===== src/rtl/cgra_pe_pkg.sv =====
// Shared constants for the CGRA processing-element datapath blocks.
// Holds the default word width and the demux destination encodings.
package cgra_pe_pkg;

  localparam int DATA_W = 32;

  typedef logic [1:0] sel_t;

  localparam sel_t SEL_OUT1 = 2'b00;
  localparam sel_t SEL_OUT2 = 2'b01;
  localparam sel_t SEL_OUT3 = 2'b10;
  localparam sel_t SEL_DROP = 2'b11;

endpackage


===== src/rtl/pe_sync_fifo.sv =====
// Single-clock FIFO with a registered head word and a synchronous active-high reset.
// DEPTH must be a power of two so that the pointers wrap naturally.
module pe_sync_fifo #(
  parameter int WIDTH = 32,
  parameter int DEPTH = 2
) (
  input  logic             clk,
  input  logic             rst,
  input  logic             push_i,
  input  logic             pop_i,
  input  logic [WIDTH-1:0] din_i,
  output logic             full_o,
  output logic             empty_o,
  output logic [WIDTH-1:0] head_o
);

  localparam int PW = (DEPTH > 1) ? $clog2(DEPTH) : 1;
  localparam int CW = $clog2(DEPTH) + 1;

  logic [WIDTH-1:0] mem_q [DEPTH];
  logic [PW-1:0]    wrPtr_q, wrPtr_d;
  logic [PW-1:0]    rdPtr_q, rdPtr_d;
  logic [CW-1:0]    count_q, count_d;
  logic             doPush, doPop;

  assign full_o  = (count_q == CW'(DEPTH));
  assign empty_o = (count_q == '0);
  assign doPush  = push_i && !full_o;
  assign doPop   = pop_i && !empty_o;

  // Head reads as zero when empty so idle outputs never show stale words.
  assign head_o = empty_o ? '0 : mem_q[rdPtr_q];

  always_comb begin
    wrPtr_d = wrPtr_q;
    rdPtr_d = rdPtr_q;
    count_d = count_q;
    if (doPush) wrPtr_d = wrPtr_q + PW'(1);
    if (doPop)  rdPtr_d = rdPtr_q + PW'(1);
    case ({doPush, doPop})
      2'b10:   count_d = count_q + CW'(1);
      2'b01:   count_d = count_q - CW'(1);
      default: count_d = count_q;
    endcase
  end

  always_ff @(posedge clk) begin
    if (rst) begin
      wrPtr_q <= '0;
      rdPtr_q <= '0;
      count_q <= '0;
      for (int i = 0; i < DEPTH; i++) mem_q[i] <= '0;
    end else begin
      wrPtr_q <= wrPtr_d;
      rdPtr_q <= rdPtr_d;
      count_q <= count_d;
      if (doPush) mem_q[wrPtr_q] <= din_i;
    end
  end

endmodule


===== src/rtl/demux1_3_buf.sv =====
// Buffered 1-to-3 demultiplexer: routes each accepted word to one of three FIFOs or discards it.
// Optional macro DEMUX_DROP_CNT_EN adds a saturating 16-bit count of discarded words.
module demux1_3_buf
  import cgra_pe_pkg::*;
#(
  parameter int WIDTH = DATA_W,
  parameter int DEPTH = 2
) (
  input  logic             clk,
  input  logic             rst,
  input  logic [WIDTH-1:0] in_data,
  input  logic [1:0]       in_sel,
  input  logic             in_valid,
  output logic             in_ready,
  output logic [WIDTH-1:0] out_data_1,
  output logic [WIDTH-1:0] out_data_2,
  output logic [WIDTH-1:0] out_data_3,
  output logic             out_valid_1,
  output logic             out_valid_2,
  output logic             out_valid_3,
  input  logic             out_ready_1,
  input  logic             out_ready_2,
  input  logic             out_ready_3
`ifdef DEMUX_DROP_CNT_EN
  ,
  output logic [15:0]      drop_cnt
`endif
);

  logic [2:0]       push, pop, full, empty, outReady;
  logic [WIDTH-1:0] head [3];
  logic             selFull, accept;

  assign outReady = {out_ready_3, out_ready_2, out_ready_1};

  // Readiness depends only on the selected FIFO's registered fullness, never on out_ready_n.
  always_comb begin
    selFull = 1'b0;
    case (in_sel)
      SEL_OUT1: selFull = full[0];
      SEL_OUT2: selFull = full[1];
      SEL_OUT3: selFull = full[2];
      SEL_DROP: selFull = 1'b0;
      default:  selFull = 1'b0;
    endcase
    in_ready = !rst && !selFull;
  end

  assign accept  = in_valid && in_ready;
  assign push[0] = accept && (in_sel == SEL_OUT1);
  assign push[1] = accept && (in_sel == SEL_OUT2);
  assign push[2] = accept && (in_sel == SEL_OUT3);

  for (genvar n = 0; n < 3; n++) begin : gFifo
    assign pop[n] = !empty[n] && outReady[n];

    pe_sync_fifo #(
      .WIDTH(WIDTH),
      .DEPTH(DEPTH)
    ) uFifo (
      .clk    (clk),
      .rst    (rst),
      .push_i (push[n]),
      .pop_i  (pop[n]),
      .din_i  (in_data),
      .full_o (full[n]),
      .empty_o(empty[n]),
      .head_o (head[n])
    );
  end

  assign out_valid_1 = !empty[0];
  assign out_valid_2 = !empty[1];
  assign out_valid_3 = !empty[2];
  assign out_data_1  = head[0];
  assign out_data_2  = head[1];
  assign out_data_3  = head[2];

`ifdef DEMUX_DROP_CNT_EN
  logic [15:0] dropCnt_q, dropCnt_d;

  always_comb begin
    dropCnt_d = dropCnt_q;
    if (accept && (in_sel == SEL_DROP) && (dropCnt_q != 16'hFFFF))
      dropCnt_d = dropCnt_q + 16'd1;
  end

  always_ff @(posedge clk) begin
    if (rst) dropCnt_q <= '0;
    else     dropCnt_q <= dropCnt_d;
  end

  assign drop_cnt = dropCnt_q;
`endif

endmodule


===== config.mk =====
export PLATFORM = sky130hd
export DESIGN_NAME = demux1_3_buf
export DESIGN_NICKNAME = d
export VERILOG_FILES = /design/src/rtl/cgra_pe_pkg.sv /design/src/rtl/pe_sync_fifo.sv /design/src/rtl/demux1_3_buf.sv
export SDC_FILE = /design/constraint.sdc
export NUM_CORES = 1
export LEC_CHECK = 0
export ABC_AREA = 1
export CAP_MARGIN = 10
export CORE_ASPECT_RATIO = 1.1
export CORE_MARGIN = 3
export CORE_UTILIZATION = 35
export DETAILED_ROUTE_END_ITERATION = 10
export GPL_TIMING_DRIVEN = 0
export RECOVER_POWER = 100
export SLEW_MARGIN = 20
export SYNTH_ARGS = -nofsm -noshare
export SYNTH_HDL_FRONTEND = slang
export SYNTH_HIERARCHICAL = 1
export SYNTH_SLANG_ARGS = --single-unit

===== constraint.sdc =====
create_clock -name clk -period 2.85 [get_ports clk]
set_input_delay 0.57 -clock clk [delete_from_list [all_inputs] [get_ports clk]]
set_output_delay 0.57 -clock clk [all_outputs]
set_load 0.005 [all_outputs]

==> results by group <==
STA
  • Total negative slack: 0 ns
  • RSZ-0062 raised after global routing: true
  • Slew HR: 41.0%
  • Worst-Margin Slew: 0.885 ns
  • Final Critical Period: 2.78 ns
  • Max Slew Vio Count: 0
  • Hold violation total from the final report: 0
  • Fin crit share: 97.7%
  • Final setup fails: 0
  • FMAX: 0.359 GHz
  • Clock Skew: 0.00679 ns

Power and ir drop
  • Pleak: 4.87 nW
  • Combinational share of power: 6.6%
  • Sequential Power Share: 52.9%
  • Sw frac: 21.7%
  • PwrDens: 535 mW/mm^2
  • Switch Pwr: 1.42 mW
  • Clock share of power: 40.5%
  • Max VDD drop: 0.000335 V
  • Internal: 5.11 mW

Routing
  • Routed wire length: 24.9 mm
  • Drt pass-1 iters: 5
  • Iter 0 DRT Violations: 458
  • Routed WL per cell: 16.6 um
  • Vias: 6933
  • Final antenna-violating net count: 0
  • DR DRC count: 0
  • Drt via density: 4.60

Synth
  • Synth Register Bits: 207
  • Mapped Cells: 965
  • Ys async rst share: 0%
  • Sequential fraction of the synthesis area: 63.0%
  • Share of the synthesized area in the top cell type: 59.9%
  • Top FF cell, synth: edfxtp_1
  • Main area contributors after synthesis: edfxtp_1, nand2_1, nor2_2
  • Synth warnings: 6
  • Count of cell types in the netlist: 20
  • Synth top cells by count: nand2_1, edfxtp_1, inv_1
  • Cell taking the most area after synthesis: edfxtp_1
  • Most numerous cell in the Yosys netlist: nand2_1
  • Synthesized area: 0.00963 mm^2
  • Net count after synthesis: 1008
  • Syn Area/Cell: 9.98 um^2
  • EDFF count, synth: 192

Layout
  • Layout cells sized above 1: 15.8%
  • N_diodes: 0
  • Sequential cell area: 0.00607 mm^2
  • Area delta synth->final: 26.7%
  • Fin util: 45.1%
  • Nets: 1177
  • Footprint of the multi-input gates: 0.00272 mm^2
  • Fill cell count: 2593
  • Finished Layout Cells: 1506

Global routing
  • First-pass GRT wire length: 37.9 mm
  • GRT busiest layer: met2
  • Antenna violations before repair: 0
  • Largest net degree at the start of global routing: 25
  • Met3 Use GR: 2.83%
  • GRT met2 Usage: 27.8%
  • Total congestion overflow: 0
  • Total track usage: 16.8%
  • Met1 Track Usage GR: 23.0%
  • Number of global-route vias before repair: 6683

Worst setup path
  • Critical Path RT: 2.28 ns
  • Crit path DAT: 2.21 ns
  • CP Capture Type: output pin
  • Worst-path maximum fanout: 10
  • CP Class: reg2out
  • Startpoint class of the critical path: flop

Clocking
  • Post-CTS setup buffer count: 0
  • Clk sink count: 207
  • Clock Latency Late Sink: 0.50 ns
  • CTS Buf Count: 22
  • H-tree levels: 1
  • Root Buffer Master: clkbuf_16
  • Clock slew at reported path FFs: 0.06 ns
  • Max clock buf depth: 3
  • CTS tree: yes
  • CTS Hold Buffers Added: 0

Placement
  • Gpl congestion: 0.769
  • Input/output buffers: 139
  • Post-Place Cells: 1467
  • Post-DP HPWL: 17.7 mm

Job
  • MaxCap Viol Count: 0

Floorplan
  • Top-level port count: 140
  • Die Span Y: 180 um
  • Core area: 0.0270 mm^2
  • Initial Util: 35.6%
  • Die extent in x: 164 um
  • FP Rows: 63
  • Area of the die: 0.0295 mm^2

Hold path
  • Worst hold path type: reg2reg

Outcome
  • Status: finished, final reports clean
-- cell families (layout without fill, tap and decap cells) --
kind of cell | count (synthesis) | in the layout | synth area share [%]
simple gates | 472 | 472 | 22.6
flops | 207 | 207 | 63.0
buf+inv | 178 | 362 | 8.58
compound gates | 105 | 105 | 5.46
fa+ha+maj | 3 | 3 | 0.390
-- layout make-up --
cell class / count / area share (%)
Tap cell: 357 / 3.66
Multi-Input combinational cell: 580 / 22.3
Inverter: 130 / 4.00
Sequential cell: 207 / 49.7
Timing Repair Buffer: 145 / 12.6
Clock inverter: 9 / 0.338
Buffer: 48 / 2.34
Clock buffer: 30 / 5.10
-- final timing paths --
kind / slack (ns) / endpoint / depth (start not counted) / start
max: 0.07 / out_data_3[1] / 6 / flop
min: 0.50 / gFifo[2].uFifo/rdPtr_q / 2 / gFifo[2].uFifo/rdPtr_q
max reg2reg: 0.31 / gFifo[2].uFifo/mem_q[0][30] / 12 / gFifo[2].uFifo/count_q[0]
min reg2reg: 0.50 / gFifo[2].uFifo/rdPtr_q / 2 / gFifo[2].uFifo/rdPtr_q
-- what timing repair did --
action / CTS / global route
endpoints found under the hold margin: 0 / 0
gates cloned: 0 / 0
endpoints found under the setup margin: 28 / 81
gates resized for setup: 9 / 24
-- metal layers --
| metal | wire length [um] | share of wire [%] |
|---|---|---|
| met5 | 0 | 0 |
| met4 | 524 | 2.1 |
| met3 | 1460 | 5.9 |
| met2 | 12100 | 49 |
| met1 | 10800 | 43 |
-- power by group through the flow --
stage	Clock [mW]	Combinational, mW	Sequential, mW
2_1_floorplan	0	0.204	3.51
3_3_place_gp	0	0.410	3.52
3_5_place_dp	0	0.442	3.52
4_1_cts	2.72	0.445	3.45
5_1_grt	2.84	0.473	3.46
6_report	2.64	0.431	3.45
-- worst max-delay path, stage by stage, from the launching register on --
cell and delay, ns:
dfxtp_1 0.31, buf_2 0.15, inv_1 0.14, buf_4 0.22, nand2_1 0.06, a21oi_1 0.27, clkdlybuf4s50_1 0.56
-- registers in the layout (all words and copies together), names as in the netlist, named ones only --
signal and flops:
gFifo.uFifo/wrPtr_q 3, gFifo.uFifo/count_q 6, gFifo.uFifo/rdPtr_q 3, gFifo.uFifo/mem_q 192
-- stage by stage --
step	hold slack, ns	area [um^2]	power (mW)	setup slack [ns]
6_report	0.501	12200	6.52	0.0669
3_5_place_dp	0.486	11600	3.96	-0.366
2_1_floorplan	0.467	9630	3.72	0.230
3_3_place_gp	0.478	11500	3.93	-1.12
5_1_grt	0.532	12200	6.77	-0.0132
4_1_cts	0.501	12300	6.61	0.000535
-- placed cells by master, fill, tap and decap left out, types with 6 or more instances in the layout --
cell and instances:
a21oi_1 94, clkdlybuf4s50_1 133, buf_6 6, clkbuf_1 15, o21ai_0 6, inv_1 126
buf_2 8, nor2_2 86, clkbuf_16 23, nor2_1 144, dlygate4sd3_1 6, dfxtp_1 15
clkinv_1 6, nand2_1 219, edfxtp_1 192, clkbuf_2 16, clkinv_2 6
Power figures use the tool's default switching activity.
